`src/rtl/fp_add_issue_ctrl.sv`:
```
// fp_add_issue_ctrl: operand FIFO -> fixed-latency adder issue -> in-order result FIFO with credit flow control.
// Define FP_ISSUE_CLASSIFY_EN to build NaN/Inf classification of the result head on out_flags.
module fp_add_issue_ctrl #(
    parameter int DEPTH         = 4,
    parameter int ADDER_LATENCY = 7,
    parameter int TAG_W         = 4
) (
    input  logic             clk,
    input  logic             reset,
    input  logic             in_valid,
    output logic             in_ready,
    input  logic             in_mode,
    input  logic [31:0]      in_a,
    input  logic [31:0]      in_b,
    input  logic [TAG_W-1:0] in_tag,
    output logic             add_mode,
    output logic [31:0]      add_a,
    output logic [31:0]      add_b,
    input  logic [31:0]      add_result,
    output logic             out_valid,
    input  logic             out_ready,
    output logic [31:0]      out_result,
    output logic [TAG_W-1:0] out_tag,
    output logic [1:0]       out_flags
);
    localparam int AW = $clog2(DEPTH);
    localparam int PW = AW + 1;
    localparam int CW = $clog2(DEPTH + 1);
    localparam int OW = 65 + TAG_W;
    localparam int RW = 32 + TAG_W;
    localparam int LW = ADDER_LATENCY;

    logic [OW-1:0]    op_mem [DEPTH];
    logic [RW-1:0]    res_mem [DEPTH];
    logic [PW-1:0]    op_wp, op_rp, op_wp_nxt, op_rp_nxt, res_wp, res_rp;
    logic [CW-1:0]    credits;
    logic [LW-1:0]    sr_v;
    logic [TAG_W-1:0] sr_t [LW];
    logic [OW-1:0]    op_head;
    logic [RW-1:0]    res_head;
    logic             push, issue, op_empty, res_wr, res_rd, res_full;

    always_comb begin
        push      = in_valid && in_ready;
        op_empty  = op_wp == op_rp;
        issue     = !op_empty && credits != '0;
        op_wp_nxt = op_wp + PW'(push);
        op_rp_nxt = op_rp + PW'(issue);
        op_head   = op_mem[op_rp[AW-1:0]];
        res_wr    = sr_v[LW-1];
        res_full  = res_wp == {~res_rp[AW], res_rp[AW-1:0]};
        out_valid = res_wp != res_rp;
        res_rd    = out_valid && out_ready;
        res_head  = res_mem[res_rp[AW-1:0]];
        {out_result, out_tag} = out_valid ? res_head : '0;
    end

    // in_ready is the registered complement of the next-cycle full flag, so a full FIFO refuses even while popping
    always_ff @(posedge clk or negedge reset) begin
        if (!reset) begin
            op_wp    <= '0;
            op_rp    <= '0;
            res_wp   <= '0;
            res_rp   <= '0;
            credits  <= CW'(DEPTH);
            sr_v     <= '0;
            in_ready <= 1'b0;
            add_mode <= 1'b0;
            add_a    <= '0;
            add_b    <= '0;
        end else begin
            op_wp    <= op_wp_nxt;
            op_rp    <= op_rp_nxt;
            in_ready <= op_wp_nxt != {~op_rp_nxt[AW], op_rp_nxt[AW-1:0]};
            res_wp   <= res_wp + PW'(res_wr);
            res_rp   <= res_rp + PW'(res_rd);
            credits  <= credits - CW'(issue) + CW'(res_rd);
            sr_v     <= (sr_v << 1) | LW'(issue);
            if (issue)
                {add_mode, add_a, add_b} <= op_head[OW-1:TAG_W];
        end
    end

    always_ff @(posedge clk) begin
        if (push)
            op_mem[op_wp[AW-1:0]] <= {in_mode, in_a, in_b, in_tag};
        if (res_wr)
            res_mem[res_wp[AW-1:0]] <= {add_result, sr_t[LW-1]};
        sr_t[0] <= op_head[TAG_W-1:0];
        for (int i = 1; i < LW; i++)
            sr_t[i] <= sr_t[i-1];
    end

`ifdef FP_ISSUE_CLASSIFY_EN
    logic exp_max;
    always_comb begin
        exp_max   = &out_result[30:23];
        out_flags = {exp_max && |out_result[22:0], exp_max && ~|out_result[22:0]};
    end
`else
    assign out_flags = 2'b00;
`endif

    a_no_res_overflow: assert property (@(posedge clk) disable iff (!reset) res_wr |-> !res_full);
    a_credit_range:    assert property (@(posedge clk) disable iff (!reset) credits <= CW'(DEPTH));

endmodule
```
`config.mk`:
```
export PLATFORM = sky130hd
export DESIGN_NAME = fp_add_issue_ctrl
export DESIGN_NICKNAME = d
export VERILOG_FILES = /design/src/rtl/fp_add_issue_ctrl.sv
export SDC_FILE = /design/constraint.sdc
export NUM_CORES = 1
export LEC_CHECK = 0
export ABC_AREA = 1
export CAP_MARGIN = 5
export CORE_MARGIN = 2
export CORE_UTILIZATION = 39
export DETAILED_ROUTE_END_ITERATION = 10
export PLACE_DENSITY_LB_ADDON = 0.1
export RECOVER_POWER = 100
export SLEW_MARGIN = 30
export SYNTH_ARGS = -nofsm -noshare
export SYNTH_HDL_FRONTEND = slang
export SYNTH_SLANG_ARGS = --single-unit
export TNS_END_PERCENT = 50
```
`constraint.sdc`:
```
create_clock -name clk -period 5.8 [get_ports clk]
set_clock_uncertainty 0.15 [all_clocks]
set_input_delay 0.87 -clock clk [delete_from_list [all_inputs] [get_ports clk]]
set_output_delay 0.87 -clock clk [all_outputs]
set_load 0.1 [all_outputs]
```
### Yosys cells after proc, flatten, opt, wreduce, memory -nomap -nowiden

Memories as Yosys holds them, arrays and structs flattened.
Index checks and enable logic that the tools add are counted.
Widths: inputs -> output; s select.

| storage, ports and cells | value |
|---|---|
| flip-flop bits (word level) | 88 |
| memory bits (writable) | 448 |
| output and inout port bits | 105 |
| memories kept | 3 |

Memories:

| memory | words | width | read ports | clocked after memory_dff | wr ports | RTL line | source |
|---|---|---|---|---|---|---|---|
| op_mem | 4 | 69 | 1 | 0 | 1 | 33 | `logic [OW-1:0] op_mem [DEPTH];` |
| res_mem | 4 | 36 | 1 | 0 | 1 | 34 | `logic [RW-1:0] res_mem [DEPTH];` |
| sr_t | 7 | 4 | 7 | 0 | 7 | 38 | `logic [TAG_W-1:0] sr_t [LW];` |

| cells by class | value |
|---|---|
| add/sub/neg operators | 6 |
| eq/ne operators | 3 |
| multiplexer cells | 5 |
| bitwise gates (word level) | 2 |
| reductions and logical operators | 5 |

Operator list:

| kind | count |
|---|---|
| $mux 36 | 1 |
| $add 3x1->3 | 5 |
| $or 7x1->7 | 1 |
| $ne 3x3->1 | 2 |
| $mux 1 | 4 |
| $eq 3x3->1 | 1 |
| $logic_and 1x1->1 | 3 |
| $reduce_bool 3->1 | 1 |
| $sub 3x1->3 | 1 |
| $logic_not 1->1 | 1 |
| $not 1->1 | 1 |

### Longest topological paths before layout

Gate-level depths: netlist of run 1.

| depth | value |
|---|---|
| depth after elaboration | 6 |
| depth in mapped cells | 14 |

### Worst setup path before layout of run 1

No wires, ideal clock.

| timing | value |
|---|---|
| kind | reg2reg |
| start point | register in_ready |
| end point | memory op_mem[1][0] in the netlist's numbering (enable) |
| arrival | 5.897 ns |
| required time | 5.069 ns |
| path slack | -0.828 ns |
| cell stages (with the launch flop) | 3 |
| buffers on the path | 0 |
| period minus slack after synthesis | 6.628 ns |
| cells stage by stage | dfrtp_1 nand2_1 nor3_1 |

| on the way | value |
|---|---|
| cells in the longest elaborated chain, start to end | 3 |

Ends and longest elaborated chain:

| item | RTL line | source |
|---|---|---|
| start, declared | 11 | `output logic in_ready,` |
| start signal, assigned | 74 | `in_ready <= op_wp_nxt != {~op_rp_nxt[AW], op_rp_nxt[AW-1:0]};` |
| $logic_and 1x1->1 | 44 | `push = in_valid && in_ready;` |
| $mux 1 | 85 | `if (push)` |
| $mux 1 (implied by the code) | 86 | `op_mem[op_wp[AW-1:0]] <= {in_mode, in_a, in_b, in_tag};` |
| end, declared | 33 |  |

No other way between the ends.

### Final worst setup path of run 1

| timing | value |
|---|---|
| start point | register res_rp[0] |
| end point | output port out_result[14] |

| on the way | value |
|---|---|
| cells in the longest elaborated chain, start to end | 2 |
| elaborated cells on any way between the ends | 3 |
| classes of those cells | 1 x eq/ne; 1 x mux; 1 x memory |

Ends and longest elaborated chain:

| item | RTL line | source |
|---|---|---|
| start, declared | 35 | `logic [PW-1:0] op_wp, op_rp, op_wp_nxt, op_rp_nxt, res_wp, res_rp;` |
| start signal, assigned | 76 | `res_rp <= res_rp + PW'(res_rd);` |
| $mem_v2 4x36 / $ne 3x3->1 (equally long branches) | - |  |
| $mux 36 * | 55 | `{out_result, out_tag} = out_valid ? res_head : '0;` |
| end, declared | 22 | `output logic [31:0] out_result,` |

Mark *: on every way between the ends. The rest lies on a longest branch, timed or not.

==> flow_summary.json, run 1 <==
{
  "synth_top_area_cell": "edfxtp_1",
  "final_nets": 1800,
  "drt-pass1-iter-count": 7,
  "die_w_microns": 229,
  "synth_fa_ha_area_frac": 0.00607,
  "finalSetupTns_ns": 0,
  "cpMaxStageDelayCell": "dlygate4sd3_1",
  "wl_met1_microns": 19400,
  "synth_top_family_by_area": "simple AND/OR/NAND/NOR gates",
  "async_flop_share": 0.164,
  "start_util": 0.395,
  "place.gp.congestion": 0.696,
  "via_count": 11756,
  "h-tree-depth": 2,
  "post-dp-hpwl_microns": 23500,
  "portBuffers": 207,
  "overflow": 0,
  "dr_wl_met2_microns": 20900,
  "avgSynthCellArea_sq_um": 13.3,
  "grt_util_all_layers": 0.168,
  "num_rows": 82,
  "drv_slew": 552,
  "die-area_sq_um": 52600,
  "fmax_ghz": 0.208,
  "top_layer": "met5",
  "yosys-top-cells-area": "edfxtp_1 (64%), dfrtp_1 (11%), nor2_1 (4.7%)",
  "synthFlopType": "edfxtp_1",
  "cts_hold_buf": 0,
  "seq_area_frac_synth": 0.777,
  "critPathMaxFanout": 47,
  "crit_chain": "inv_2, buf_4, nor2_1, o32ai_1, nand2_1, inv_1, dlygate4sd3_1",
  "synth_edf_count": 420,
  "final-seq-area_sq_um": 15400,
  "synth_area_sq_um": 19800,
  "syn_inst": 1488,
  "pin_count": 210,
  "synth-seq-cells": 536,
  "multi_input_area_sq_um": 3790,
  "cts_tree": "done",
  "start_kind": "flop",
  "clockRootBuffer": "clkbuf_16",
  "avgViaCountPerCell": 4.87,
  "fillers": 4413,
  "dpl_cell_area_sq_um": 22500,
  "core_area_sq_um": 50200,
  "synth_mux_area_frac": 0,
  "maxCapViolations": 14,
  "hold_viol_final": 0,
  "numCtsBuffers": 56,
  "violations": "max-capacitance violations, max-slew violations",
  "critPathRequiredTime_ns": 4.78,
  "path_clk_slew_ns": 0.06,
  "layout_min_cycle_time_ns": 4.81,
  "synthSimpleGateAreaFrac": 0.0983,
  "drtIter0Drc": 639,
  "synth_cell_types": 24,
  "clock_sinks": 536,
  "setup_viol": 0,
  "fin_crit_sh": 0.829,
  "wl_per_cell_microns": 18.1,
  "grt_pass1_vias": 11865,
  "yosys_warnings": 0,
  "grt_first_pass_wirelength_microns": 68300,
  "clock_latency_ns": 0.60,
  "dr_wl_met3_microns": 2300,
  "synth-compound-area-share": 0.0817,
  "cp-end-kind": "output port",
  "area_delta_synth_final_pct": 22.4,
  "antenna_found_initial": 15,
  "outcome": "complete, but fails checks",
  "yosysTopAreaCellShare": 0.637,
  "synth_xor_area_frac": 0.00531,
  "drive_above_1_share": 0.0589,
  "post_cts_buffers": 0,
  "post_cts_resized": 0,
  "die_y_microns": 229,
  "routed_wl_microns": 43700,
  "drc_errors": 0,
  "path_class": "reg2out",
  "slowest_delay_ns": 1.19,
  "critPathArrivalTime_ns": 3.79,
  "worstHoldPathType": "reg2reg",
  "tightestPinTransition_ns": 2.92,
  "max_slew_margin": -0.947,
  "finalInstanceArea_sq_um": 24200,
  "drtAntennaViolNets": 0,
  "rsz0062_at_grt": "no",
  "cts_buffer_depth": 3,
  "grt_max_degree": 82
}
==> worst paths after layout <==
path / start / to / slack [ns] / cells after the start
max: res_rp[0] / out_result[14] / 0.99 / 7
min: sr_t[5][1] / sr_t[6][1] / 0.17 / 0
max reg2reg: op_rp[0] / credits[2] / 1.16 / 12
min reg2reg: sr_t[5][1] / sr_t[6][1] / 0.17 / 0
max in group asynchronous: reset / op_rp[0] / 1.94 / 2
min in group asynchronous: reset / add_a[18] / 1.07 / 1
==> sequential cells by signal (all words and copies together) (netlist names) <==
| name | flops |
|---|---|
| add_mode | 1 |
| sr_v | 7 |
| res_mem | 144 |
| res_rp | 3 |
| res_wp | 3 |
| op_mem | 276 |
| credits | 3 |
| sr_t | 28 |
| add_b | 32 |
| in_ready | 1 |
| add_a | 32 |
| op_rp | 3 |
| op_wp | 3 |
==> layout make-up <==
class	count	area share
well taps	672	0.0347
multi-input cells	812	0.157
diodes	10	0.00103
clock inverters	33	0.0130
flip-flops and latches	536	0.635
inverters	52	0.00821
clock buffers	72	0.0633
repair buffers	228	0.0883
==> stage by stage <==
stage	utilization	cells	hold WS, ns	setup WS (ns)
5_1_grt	0.483	2409	0.180	0.712
4_1_cts	0.485	2405	0.168	0.864
3_5_place_dp	0.448	2300	0.162	1.54
6_report	0.483	2415	0.174	0.991
3_3_place_gp	0.448	2300	0.162	1.62
2_1_floorplan	-	1489	0.160	-0.828
==> routing by layer <==
| layer | global-route usage | vias up |
|---|---|---|
| met4 | 0.0534 | 8 |
| li1 | - | 5681 |
| met5 | 0 | - |
| met1 | 0.215 | 5755 |
| met3 | 0.0380 | 75 |
| met2 | 0.284 | 237 |
==> cells in the mapped netlist (8+ instances only) <==
library cell  count
dfrtp_1          87
ha_1              8
nand2_1         246
buf_2            27
nor2_1          248
o22ai_1          69
clkbuf_1         51
o32ai_1          36
inv_1            48
o21ai_0         174
dfxtp_1          28
edfxtp_1        420
nor3_1            8
==> cell families after synthesis <==
group / count (synthesis)
buffers and inverters: 141
other: 1
adder cells (fa/ha/maj): 9
flip-flops: 536
XOR/XNOR: 12
AO/OA/AOI/OAI: 279
AND/OR/NAND/NOR: 510
==> worst max-delay path: cells and delay by family (launching register included) <==
family | cells | cell delay [ns]
flops | 1 | 0.40
compound gates | 1 | 0.29
simple gates | 2 | 0.17
buf+inv | 4 | 2.32
==> layout by cell type (no fill, tap or decap), types with 8 or more instances in the layout <==
cell type	instances
dlygate4sd3_1	199
dfxtp_1	28
clkbuf_1	29
edfxtp_1	420
nor2_1	248
o21ai_0	174
clkbuf_16	57
nor3_1	8
buf_4	8
dfrtp_1	83
ha_1	8
inv_1	49
o32ai_1	36
diode_2	10
o22ai_1	69
clkinv_1	12
clkinv_2	11
nand2_1	246
Power of run 1 is not shown: default switching activity piles up to over one toggle a cycle in this logic, so the estimate is an artifact.
==> run 2, diff against run 1 <==
==> constraint.sdc (replaced) <==
create_clock -name clk -period 4.9 [get_ports clk]
set_clock_uncertainty 0.15 [all_clocks]
set_input_delay 0.735 -clock clk [delete_from_list [all_inputs] [get_ports clk]]
set_output_delay 0.735 -clock clk [all_outputs]
set_load 0.1 [all_outputs]
==> run 2 against run 1 <==
Compared with the run above:
- the run still ends with max-capacitance violations, max-slew violations left
- final area fell by 0.13%
- via count rose by 0.60%
- die area did not move
- core utilization fell by 0.065 points
- non-clock buffer count rose by 5
- setup slack got worse by 0.28 ns
- worst hold slack got worse by 0.0037 ns
- final cell count did not move
- sequential cell count did not move
- clock-buffer cell count rose by 8
==> flow_summary.json, run 2 (same netlist as run 1, synthesis figures left out) <==
{
  "outcome": "complete, but fails checks",
  "violations": "max-capacitance violations, max-slew violations",
  "die_y_microns": 229,
  "place.gp.congestion": 0.735,
  "grt_util_all_layers": 0.172,
  "clockRootBuffer": "clkbuf_16",
  "path_class": "reg2reg",
  "numCtsBuffers": 56,
  "largest_register_ffs": 276,
  "post-dp-hpwl_microns": 24300,
  "max_slew_margin": -1.07,
  "cp-end-kind": "flop",
  "start_util": 0.395,
  "cp_common_cell": "nand2_1",
  "grt_max_degree": 80,
  "grt_first_pass_wirelength_microns": 70000,
  "regToRegStartpoint": "op_rp[0]",
  "drv_slew": 412,
  "die-area_sq_um": 52600,
  "via_count": 11827,
  "pin_count": 210,
  "cts_tree": "done",
  "hold-path-endpoint": "sr_t[5][1]",
  "maxCapViolations": 12,
  "rsz0062_at_grt": "no",
  "portBuffers": 207,
  "drtIter0Drc": 685,
  "setup_viol": 0,
  "post_cts_resized": 0,
  "start_kind": "flop",
  "tightestPinTransition_ns": 3.11,
  "fin_crit_sh": 0.855,
  "area_delta_synth_final_pct": 22.2,
  "dpl_cell_area_sq_um": 22400,
  "grt_pass1_vias": 11833,
  "crit_buf_inv": 1,
  "clock_latency_ns": 0.59,
  "num_rows": 82,
  "critPathArrivalTime_ns": 4.55,
  "wl_per_cell_microns": 18.5,
  "routed_wl_microns": 44700,
  "antenna_found_initial": 15,
  "reg2reg_to": "credits[2]",
  "core_area_sq_um": 50200,
  "final-seq-area_sq_um": 15400,
  "critPathRequiredTime_ns": 5.27,
  "finalInstanceArea_sq_um": 24200,
  "layout_min_cycle_time_ns": 4.19,
  "drc_errors": 0,
  "hold_viol_final": 0,
  "drive_above_1_share": 0.0806,
  "drt-pass1-iter-count": 4,
  "path_clk_slew_ns": 0.06,
  "reg2reg_depth": 11,
  "min_path_cells": 0,
  "die_w_microns": 229,
  "slowest_delay_ns": 1.86,
  "critPathMaxFanout": 68,
  "overflow": 0,
  "cpMaxStageDelayCell": "dfrtp_1",
  "h-tree-depth": 2,
  "multi_input_area_sq_um": 3800,
  "path_delay_family": "flip-flops",
  "worstHoldPathType": "reg2reg",
  "layout_commonest_cell": "edfxtp_1",
  "fmax_ghz": 0.239,
  "cts_buffer_depth": 3,
  "fillers": 4440,
  "layout_common_cells": "edfxtp_1 (420), nor2_1 (248), nand2_1 (246), o21ai_0 (174), dlygate4sd3_1 (162)",
  "min_from": "sr_t[4][1]",
  "drtAntennaViolNets": 0,
  "crit_chain": "nand2_1, nand2_1, nand3_2, nand2_4, buf_4, nand2_1, nand2_1, ha_1, fa_1, xnor2_1, xor2_1",
  "final_nets": 1805,
  "clock_sinks": 536,
  "avgViaCountPerCell": 4.90,
  "r2r_slack_ns": 0.71
}
## run 2: cell types whose count changed in the layout (fill, tap and decap cells not counted), sizes merged
cell,before,now
clkbuf,92,137
dlygate4sd3,199,162
clkinv,23,14
buf,8,13
diode,10,6
inv,56,52
bufinv,6,9
clkinvlp,0,1
## run 2: worst max-delay path by stage
stage	startpoint	end	slack, ns	depth (start not counted)
after CTS	res_rp[0]	out_result[31]	0.79	7
after global placement	res_rp[0]	out_tag[0]	1.54	7
after global routing	op_rp[0]	credits[2]	0.31	11
after detailed placement	res_rp[0]	out_result[31]	1.46	7
after floorplan	in_ready	op_mem[1][0]	-1.73	2
final	op_rp[0]	credits[2]	0.71	11
## run 2: what timing repair did
| item | 4_1_cts | 5_1_grt |
|---|---|---|
| hold buffers | 1 | 0 |
| setup buffers | 0 | 0 |
| hold endpoints to repair | 15 | 0 |
## run 2: worst reg2reg max path, delay by kind of cell, from the launching register on
kind	cells	cell delay (ns)
adder cells (fa/ha/maj)	2	0.35
flip-flops	1	1.86
XOR/XNOR	2	0.31
AND/OR/NAND/NOR	6	0.72
buffers and inverters	1	0.72
## run 2: through the flow
| stage | utilization | worst slack (ns) | hold WS, ns | TNS (ns) | std cells |
|---|---|---|---|---|---|
| after global placement | 0.447 | 1.54 | 0.162 | 0 | 2304 |
| after floorplan | - | -1.73 | 0.160 | -476.94 | 1489 |
| after CTS | 0.486 | 0.793 | 0.172 | 0 | 2409 |
| after detailed placement | 0.446 | 1.46 | 0.162 | 0 | 2304 |
| after global routing | 0.482 | 0.315 | 0.181 | 0 | 2412 |
| final | 0.482 | 0.711 | 0.170 | 0 | 2415 |
## run 2: cell type report
cell class,count,area share
diodes,6,0.000621
clock buffers,80,0.0675
clock inverters,24,0.0143
inverters,52,0.00822
multi-input cells,812,0.157
flip-flops and latches,536,0.636
well taps,672,0.0348
repair buffers,233,0.0817
## run 2: routing by layer
metal	GRT usage	part of all wire	routed length [microns]
met5	0	0.0017	77
met4	0.0495	0.019	871
met3	0.0392	0.049	2200
met2	0.282	0.48	21300
met1	0.229	0.45	20300
Power of run 2 is left out for the same reason.
==> run 3, diff against run 2 <==
--- a/config.mk
+++ b/config.mk
@@ -6,6 +6,7 @@
 export NUM_CORES = 1
 export LEC_CHECK = 0
 export ABC_AREA = 1
+export ABC_CLOCK_PERIOD_IN_PS = 4900
 export CAP_MARGIN = 5
 export CORE_MARGIN = 2
 export CORE_UTILIZATION = 39
==> results of run 3 <==
Final layout, timing and power as in run 2 (identical DEF).
Power of run 3 is left out for the same reason.
